## src/rtl/ram_seq_master_if.sv

```systemverilog
// Initiator-side bundle for ram_seq_master: command handshake, DUMP stream and RAM strobes.
// The RAM_SEQ_VERIFY_EN build adds the expected-data check signals.
interface ram_seq_master_if #(
    parameter int N = 4,
    parameter int M = 4
);
    logic [1:0]   cmd_i;
    logic         cmd_valid_i;
    logic         cmd_ready_o;
    logic [N-1:0] base_i;
    logic [N:0]   count_i;
    logic [M-1:0] seed_i;
    logic [M-1:0] step_i;
    logic [N-1:0] addr_o;
    logic         wren_o;
    logic [M-1:0] dato_write_o;
    logic         rden_o;
    logic [M-1:0] dato_read_i;
    logic [M-1:0] rd_data_o;
    logic         rd_valid_o;
    logic         rd_ready_i;
    logic         busy_o;
    logic         done_o;
`ifdef RAM_SEQ_VERIFY_EN
    logic         exp_check_i;
    logic [N:0]   err_cnt_o;
    logic         err_o;

    modport master (
        input  cmd_i, cmd_valid_i, base_i, count_i, seed_i, step_i,
               dato_read_i, rd_ready_i, exp_check_i,
        output cmd_ready_o, addr_o, wren_o, dato_write_o, rden_o,
               rd_data_o, rd_valid_o, busy_o, done_o, err_cnt_o, err_o
    );
    modport slave (
        output cmd_i, cmd_valid_i, base_i, count_i, seed_i, step_i,
               dato_read_i, rd_ready_i, exp_check_i,
        input  cmd_ready_o, addr_o, wren_o, dato_write_o, rden_o,
               rd_data_o, rd_valid_o, busy_o, done_o, err_cnt_o, err_o
    );
`else
    modport master (
        input  cmd_i, cmd_valid_i, base_i, count_i, seed_i, step_i,
               dato_read_i, rd_ready_i,
        output cmd_ready_o, addr_o, wren_o, dato_write_o, rden_o,
               rd_data_o, rd_valid_o, busy_o, done_o
    );
    modport slave (
        output cmd_i, cmd_valid_i, base_i, count_i, seed_i, step_i,
               dato_read_i, rd_ready_i,
        input  cmd_ready_o, addr_o, wren_o, dato_write_o, rden_o,
               rd_data_o, rd_valid_o, busy_o, done_o
    );
`endif
endinterface

```

## src/rtl/ram_seq_master.sv

```systemverilog
// Block sequencer (FILL / DUMP / CLEAR) driving a single-port RAM with async read data.
// Optional DUMP data checker enabled by defining RAM_SEQ_VERIFY_EN.
module ram_seq_master #(
    parameter int N = 4,
    parameter int M = 4
) (
    input  logic           clk_i,
    input  logic           rst_i,
    ram_seq_master_if.master bus
);
    typedef enum logic [2:0] {
        ST_IDLE  = 3'd0,
        ST_FILL  = 3'd1,
        ST_DUMP  = 3'd2,
        ST_DRAIN = 3'd3,
        ST_DONE  = 3'd4
    } state_t;

    state_t       state_r;
    logic [N:0]   k_r;
    logic [N:0]   count_r;
    logic [N-1:0] addr_r;
    logic [M-1:0] step_r;
    logic [M-1:0] dato_write_r;
    logic [M-1:0] rd_data_r;
    logic         wren_r;
    logic         rden_r;
    logic         rd_valid_r;
    logic         busy_r;
    logic         done_r;
    logic         cmd_ready_r;
    logic         last_s;
    logic         load_s;
    logic         accept_s;
`ifdef RAM_SEQ_VERIFY_EN
    logic         chk_en_r;
    logic [M-1:0] exp_r;
    logic [N:0]   err_cnt_r;
    logic         err_r;
`endif

    // Decode of the current word position and stream/command handshakes.
    always_comb begin
        last_s   = (k_r == (count_r - {{N{1'b0}}, 1'b1}));
        load_s   = !rd_valid_r || bus.rd_ready_i;
        accept_s = bus.cmd_valid_i && (bus.cmd_i != 2'b00);
    end

    // Sequencer FSM with all outputs registered.
    always_ff @(posedge clk_i) begin
        if (rst_i) begin
            state_r      <= ST_IDLE;
            k_r          <= {(N+1){1'b0}};
            count_r      <= {(N+1){1'b0}};
            addr_r       <= {N{1'b0}};
            step_r       <= {M{1'b0}};
            dato_write_r <= {M{1'b0}};
            rd_data_r    <= {M{1'b0}};
            wren_r       <= 1'b0;
            rden_r       <= 1'b0;
            rd_valid_r   <= 1'b0;
            busy_r       <= 1'b0;
            done_r       <= 1'b0;
            cmd_ready_r  <= 1'b1;
`ifdef RAM_SEQ_VERIFY_EN
            chk_en_r     <= 1'b0;
            exp_r        <= {M{1'b0}};
            err_cnt_r    <= {(N+1){1'b0}};
            err_r        <= 1'b0;
`endif
        end else begin
            case (state_r)
                ST_IDLE: begin
                    if (accept_s) begin
                        addr_r      <= bus.base_i;
                        count_r     <= bus.count_i;
                        k_r         <= {(N+1){1'b0}};
                        cmd_ready_r <= 1'b0;
                        busy_r      <= 1'b1;
                        // CLEAR reuses the FILL datapath with zero seed and zero step.
                        step_r       <= (bus.cmd_i == 2'b11) ? {M{1'b0}} : bus.step_i;
                        dato_write_r <= (bus.cmd_i == 2'b01) ? bus.seed_i : {M{1'b0}};
`ifdef RAM_SEQ_VERIFY_EN
                        if (bus.cmd_i == 2'b10) begin
                            chk_en_r  <= bus.exp_check_i;
                            exp_r     <= bus.seed_i;
                            err_cnt_r <= {(N+1){1'b0}};
                            err_r     <= 1'b0;
                        end else begin
                            chk_en_r  <= 1'b0;
                        end
`endif
                        if (bus.count_i == {(N+1){1'b0}}) begin
                            state_r <= ST_DONE;
                            done_r  <= 1'b1;
                        end else if (bus.cmd_i == 2'b10) begin
                            state_r <= ST_DUMP;
                            rden_r  <= 1'b1;
                        end else begin
                            state_r <= ST_FILL;
                            wren_r  <= 1'b1;
                        end
                    end else begin
                        state_r <= ST_IDLE;
                    end
                end
                ST_FILL: begin
                    if (last_s) begin
                        wren_r  <= 1'b0;
                        done_r  <= 1'b1;
                        state_r <= ST_DONE;
                    end else begin
                        k_r          <= k_r + {{N{1'b0}}, 1'b1};
                        addr_r       <= addr_r + {{(N-1){1'b0}}, 1'b1};
                        dato_write_r <= dato_write_r + step_r;
                    end
                end
                ST_DUMP: begin
                    if (load_s) begin
                        rd_data_r  <= bus.dato_read_i;
                        rd_valid_r <= 1'b1;
`ifdef RAM_SEQ_VERIFY_EN
                        exp_r <= exp_r + step_r;
                        if (chk_en_r && (bus.dato_read_i != exp_r)) begin
                            err_cnt_r <= err_cnt_r + {{N{1'b0}}, 1'b1};
                            err_r     <= 1'b1;
                        end else begin
                            err_r     <= err_r;
                        end
`endif
                        if (last_s) begin
                            rden_r  <= 1'b0;
                            state_r <= ST_DRAIN;
                        end else begin
                            k_r    <= k_r + {{N{1'b0}}, 1'b1};
                            addr_r <= addr_r + {{(N-1){1'b0}}, 1'b1};
                        end
                    end else begin
                        state_r <= ST_DUMP;
                    end
                end
                ST_DRAIN: begin
                    if (rd_valid_r && bus.rd_ready_i) begin
                        rd_valid_r <= 1'b0;
                        done_r     <= 1'b1;
                        state_r    <= ST_DONE;
                    end else begin
                        state_r <= ST_DRAIN;
                    end
                end
                ST_DONE: begin
                    done_r      <= 1'b0;
                    busy_r      <= 1'b0;
                    cmd_ready_r <= 1'b1;
                    state_r     <= ST_IDLE;
                end
                default: begin
                    state_r     <= ST_IDLE;
                    wren_r      <= 1'b0;
                    rden_r      <= 1'b0;
                    rd_valid_r  <= 1'b0;
                    done_r      <= 1'b0;
                    busy_r      <= 1'b0;
                    cmd_ready_r <= 1'b1;
                end
            endcase
        end
    end

    // The write strobe is masked by reset so an abort suppresses the write of the reset cycle itself.
    assign bus.wren_o       = wren_r && !rst_i;
    assign bus.rden_o       = rden_r;
    assign bus.addr_o       = addr_r;
    assign bus.dato_write_o = dato_write_r;
    assign bus.rd_data_o    = rd_data_r;
    assign bus.rd_valid_o   = rd_valid_r;
    assign bus.busy_o       = busy_r;
    assign bus.done_o       = done_r;
    assign bus.cmd_ready_o  = cmd_ready_r;
`ifdef RAM_SEQ_VERIFY_EN
    assign bus.err_cnt_o    = err_cnt_r;
    assign bus.err_o        = err_r;
`endif
endmodule

```

## src/flat_wrapper.sv

```systemverilog
// flat-port wrapper written by rule: the top's interface ports become plain ports
module ram_seq_master_flat 
#(
    parameter int N = 4,
    parameter int M = 4
)
  (clk_i, rst_i, bus_cmd_i, bus_cmd_valid_i, bus_base_i, bus_count_i, bus_seed_i, bus_step_i, bus_dato_read_i, bus_rd_ready_i, bus_cmd_ready_o, bus_addr_o, bus_wren_o, bus_dato_write_o, bus_rden_o, bus_rd_data_o, bus_rd_valid_o, bus_busy_o, bus_done_o);
  ram_seq_master_if #(.N(N), .M(M)) bus_i ();
  input  logic clk_i;
  input  logic rst_i;
  input wire logic [$bits(bus_i.cmd_i)-1:0] bus_cmd_i;
  input wire logic [$bits(bus_i.cmd_valid_i)-1:0] bus_cmd_valid_i;
  input wire logic [$bits(bus_i.base_i)-1:0] bus_base_i;
  input wire logic [$bits(bus_i.count_i)-1:0] bus_count_i;
  input wire logic [$bits(bus_i.seed_i)-1:0] bus_seed_i;
  input wire logic [$bits(bus_i.step_i)-1:0] bus_step_i;
  input wire logic [$bits(bus_i.dato_read_i)-1:0] bus_dato_read_i;
  input wire logic [$bits(bus_i.rd_ready_i)-1:0] bus_rd_ready_i;
  output wire logic [$bits(bus_i.cmd_ready_o)-1:0] bus_cmd_ready_o;
  output wire logic [$bits(bus_i.addr_o)-1:0] bus_addr_o;
  output wire logic [$bits(bus_i.wren_o)-1:0] bus_wren_o;
  output wire logic [$bits(bus_i.dato_write_o)-1:0] bus_dato_write_o;
  output wire logic [$bits(bus_i.rden_o)-1:0] bus_rden_o;
  output wire logic [$bits(bus_i.rd_data_o)-1:0] bus_rd_data_o;
  output wire logic [$bits(bus_i.rd_valid_o)-1:0] bus_rd_valid_o;
  output wire logic [$bits(bus_i.busy_o)-1:0] bus_busy_o;
  output wire logic [$bits(bus_i.done_o)-1:0] bus_done_o;
  assign bus_i.cmd_i = bus_cmd_i;
  assign bus_i.cmd_valid_i = bus_cmd_valid_i;
  assign bus_i.base_i = bus_base_i;
  assign bus_i.count_i = bus_count_i;
  assign bus_i.seed_i = bus_seed_i;
  assign bus_i.step_i = bus_step_i;
  assign bus_i.dato_read_i = bus_dato_read_i;
  assign bus_i.rd_ready_i = bus_rd_ready_i;
  assign bus_cmd_ready_o = bus_i.cmd_ready_o;
  assign bus_addr_o = bus_i.addr_o;
  assign bus_wren_o = bus_i.wren_o;
  assign bus_dato_write_o = bus_i.dato_write_o;
  assign bus_rden_o = bus_i.rden_o;
  assign bus_rd_data_o = bus_i.rd_data_o;
  assign bus_rd_valid_o = bus_i.rd_valid_o;
  assign bus_busy_o = bus_i.busy_o;
  assign bus_done_o = bus_i.done_o;
  ram_seq_master #(.N(N), .M(M)) u_core (.clk_i(clk_i), .rst_i(rst_i), .bus(bus_i));
endmodule
```

## config.mk

```make
export PLATFORM = sky130hd
export DESIGN_NAME = ram_seq_master_flat
export DESIGN_NICKNAME = d
export VERILOG_FILES = /design/src/rtl/ram_seq_master_if.sv /design/src/rtl/ram_seq_master.sv /design/src/flat_wrapper.sv
export SDC_FILE = /design/constraint.sdc
export NUM_CORES = 1
export LEC_CHECK = 0
export BUFFER_PORTS_ARGS = -buffer_cell sky130_fd_sc_hd__buf_2
export CAP_MARGIN = 30
export CORE_MARGIN = 4
export CORE_UTILIZATION = 58
export CTS_CLUSTER_SIZE = 14
export DETAILED_ROUTE_END_ITERATION = 10
export PLACE_DENSITY = 0.85
export SLEW_MARGIN = 10
export SYNTH_ARGS = -nofsm -noshare
export SYNTH_HDL_FRONTEND = slang
export SYNTH_SLANG_ARGS = --single-unit
export TNS_END_PERCENT = 1
```

## constraint.sdc

```tcl
create_clock -name clk_i -period 5.51 [get_ports clk_i]
set_input_delay 0.8265 -clock clk_i [delete_from_list [all_inputs] [get_ports clk_i]]
set_output_delay 0.8265 -clock clk_i [all_outputs]
set_load 0.05 [all_outputs]
```

==> results.md <==
- Outcome: completed
- Sw Pwr: 264 uW
- CTS Sinks: 35
- Min Tclk post-route: 2.48 ns
- Final period util: 0.450
- Synthesized cell area: 2030 sq um
- Crit path to: bus_wren_o
- Max_slew headroom: 0.553
- Commonest cells after routing, fill and taps aside: buf_2 (44), dfxtp_1 (35), nand2_1 (27)
- Placed cells: 323
- Post-CTS sizing: 0
- Gate power share: 0.345
- CP Max Fanout: 32
- Die Width: 67.2 um
- Cell Chain, Critical Path: buf_2 > nor2b_1 > buf_2
- Critical path depth in cells: 3
- Fin area: 2290 sq um
- Reg-to-reg critical path startpoint: u_core.count_r[0]
- Arrival @ worst endpoint: 1.65 ns
- CTS Hold Buffers Added: 0
- Drt first pass iters: 4
- Mapped Nets: 281
- Mean Syn Cell Area: 8.23 sq um
- Vias after detailed routing: 1979
- Worst path slowest cell: buf_2
- CP dominant cell by count: buf_2
- Final clock skew: 0.00575 ns
- Sequential share of power: 0.449
- Core ar.: 3360 sq um
- Yosys reg bits: 35
- CTS tree: yes
- Max-slew violation count: 0
- CTS max path bufs: 2
- Critical Path RT: 4.68 ns
- Clk Latency, worst-skew pair: 0.34 ns
- Top_reg_cell synth: dfxtp_1
- Max-cap violations: 0
- Non-Filler Instances: 330
- Initial Util: 0.605
- Clk pin slew, worst setup/hold paths: 0.09 ns
- Total power: 680 uW
- Placed instance area: 2240 sq um
- Largest net degree at the start of global routing: 33
- Largest area contributor in the netlist: dfxtp_1
- Final nets: 318
- Slowest stage delay, CP: 0.46 ns
- Placer Congestion: 0.848
- H-tree Lvls: 2
- Grt ovf: 0
- Via count of the first global-routing pass: 1799
- I/O Pins: 45
- Top-area cell type share of the netlist area: 0.345
- Post-synth EDFFs: 0
- Die height: 67.2 um
- Setup violators final: 0
- Critical path origin: rst_i
- Routed length per instance: 14.2 um
- N_diodes: 0
- Post-synthesis sequential area ratio: 0.345
- Avg Vias per Cell: 6.00
- Setup repair after global routing missed its margin: false
- Switching Fraction: 0.389
- Crit Path Category: in -> out
- DRT iter0 DRCs: 174
- Reg2reg path depth: 7
- DRC: 0
- Routed Antenna Nets: 0
- Maximum vdd drop: 0.168 mV
- Top post-synthesis cells by area: dfxtp_1 (34%), nand2_1 (5.0%), a21oi_1 (4.9%), nor2_1 (3.9%), ha_1 (3.7%)
- Critical Path Sink Type: output pin
- Area of the die: 4520 sq um
- Post-synth ARST share: 0
- P&R area growth vs syn: 12.9%
- # rows: 21
- Most common cell after layout, fill and taps aside: buf_2
- Worst r2r dst: u_core.bus.addr_o[3]
- Hold Path Class: reg -> reg
- Slack of the worst reg-to-reg path: 3.29 ns
- Critical Path Start Type: primary input
- Buf/Inv on CP: 2
- Final Hold Viols: 0
- Pleak: 0.942 nW
- Root Driver: clkbuf_4
- First-pass GRT wire length: 7.80 mm
- Cell count after synthesis: 247
- Drt total wl: 4.70 mm
- Power Density: 296 nW/um^2
- PortBufs: 44
- CTS Buf Count: 5
- Power Internal: 415 uW
- Post-synth cell types: 51
- Worst-margin pin slew: 0.670 ns
- Post-DP HPWL: 3.46 mm
- Total negative slack: 0 ns
- Total of warnings raised by yosys: 0
- Worst path top cell family by delay: buffers and inverters
- Clk pwr share: 0.207
- Postcts setup bufs: 0
- Initial antenna violation count: 0
- Share of cells above drive strength 1: 0.208
- Highest clock rate: 403 MHz
- Global Route Usage Sum: 0.227
registers in the layout, summed over array words and instances (netlist names):
| name | flops |
|---|---|
| u_core.bus.rden_o | 1 |
| u_core.count_r | 5 |
| u_core.bus.cmd_ready_o | 1 |
| u_core.bus.dato_write_o | 4 |
| u_core.bus.rd_valid_o | 1 |
| u_core.wren_r | 1 |
| u_core.bus.busy_o | 1 |
| u_core.state_r | 3 |
| u_core.bus.addr_o | 4 |
| u_core.bus.rd_data_o | 4 |
| u_core.k_r | 5 |
| u_core.bus.done_o | 1 |
| u_core.step_r | 4 |
per-layer routing:
layer	vias up	track usage	part of all wire
li1	975	-	-
met1	928	0.287	0.43
met2	68	0.371	0.49
met3	8	0.0416	0.059
met4	0	0.109	0.016
met5	-	0	0
layout make-up:
class / instances / area, sq um
clock buffer: 6 / 51.3
inverter: 9 / 33.8
clock inverter: 1 / 5.00
timing repair buffer: 44 / 220
fill: 305 / 1070
tap: 46 / 57.6
sequential: 35 / 701
multi-input combinational: 189 / 1230
cell families (layout without fill, tap and decap cells):
group,count (synthesis),after routing,share of synthesized area
compound gates,72,72,0.257
xor+xnor,9,9,0.0388
fa+ha+maj,7,7,0.0468
buf+inv,23,60,0.0523
flops,35,35,0.345
mux,6,6,0.0295
simple gates,95,95,0.231
power by group through the flow:
stage	combinational, mW	sequential (mW)	clock (mW)
6_report	0.234	0.305	0.141
4_1_cts	0.234	0.304	0.145
3_5_place_dp	0.234	0.310	0
2_1_floorplan	0.132	0.359	0
5_1_grt	0.258	0.309	0.156
3_3_place_gp	0.230	0.309	0
cell usage after synthesis, drive strengths merged, types with 2 or more instances:
cell     n
o21ai   11
mux2i    6
ha       6
o21a     3
a21oi   20
nand3   13
nor3     5
a211oi   7
buf      7
nor2    22
nand4    2
a21o     3
nand2   27
a22oi    2
dfxtp   35
xnor2    6
a221oi   3
a311oi   3
o211ai   4
xor2     3
or4      4
and2     2
inv      9
nor4bb   2
or2      2
clkbuf   7
nand2b   2
or3      2
o31ai    7
nor2b    7
and3     3
worst min-delay path by stage:
stage / from / endpoint / slack [ns] / cells after the start
after floorplan: u_core.step_r[0] / u_core.step_r[0] / 0.44 / 2
after global placement: u_core.bus.cmd_ready_o / u_core.bus.cmd_ready_o / 0.43 / 2
after detailed placement: u_core.bus.cmd_ready_o / u_core.bus.cmd_ready_o / 0.44 / 2
after CTS: u_core.bus.cmd_ready_o / u_core.bus.cmd_ready_o / 0.46 / 2
after global routing: u_core.bus.cmd_ready_o / u_core.bus.cmd_ready_o / 0.49 / 2
final: u_core.bus.cmd_ready_o / u_core.bus.cmd_ready_o / 0.45 / 2
worst register-to-register path: cells and delay by family, from the launching register on:
kind | cells | cell delay, ns
AOI/OAI and AO/OA | 3 | 1.19
DFF | 1 | 0.41
and+or+nand+nor | 2 | 0.26
adders and majority gates | 1 | 0.23
buffers and inverters | 1 | 0.06
per-stage QoR:
stage | worst slack [ns] | util | hold WS (ns)
after floorplan | 3.14 | - | 0.436
after global placement | 3.02 | 0.666 | 0.430
after detailed placement | 3.01 | 0.666 | 0.440
after CTS | 3.01 | 0.682 | 0.457
after global routing | 2.94 | 0.682 | 0.491
final | 3.03 | 0.682 | 0.452
(Power assumes the default switching activity.)
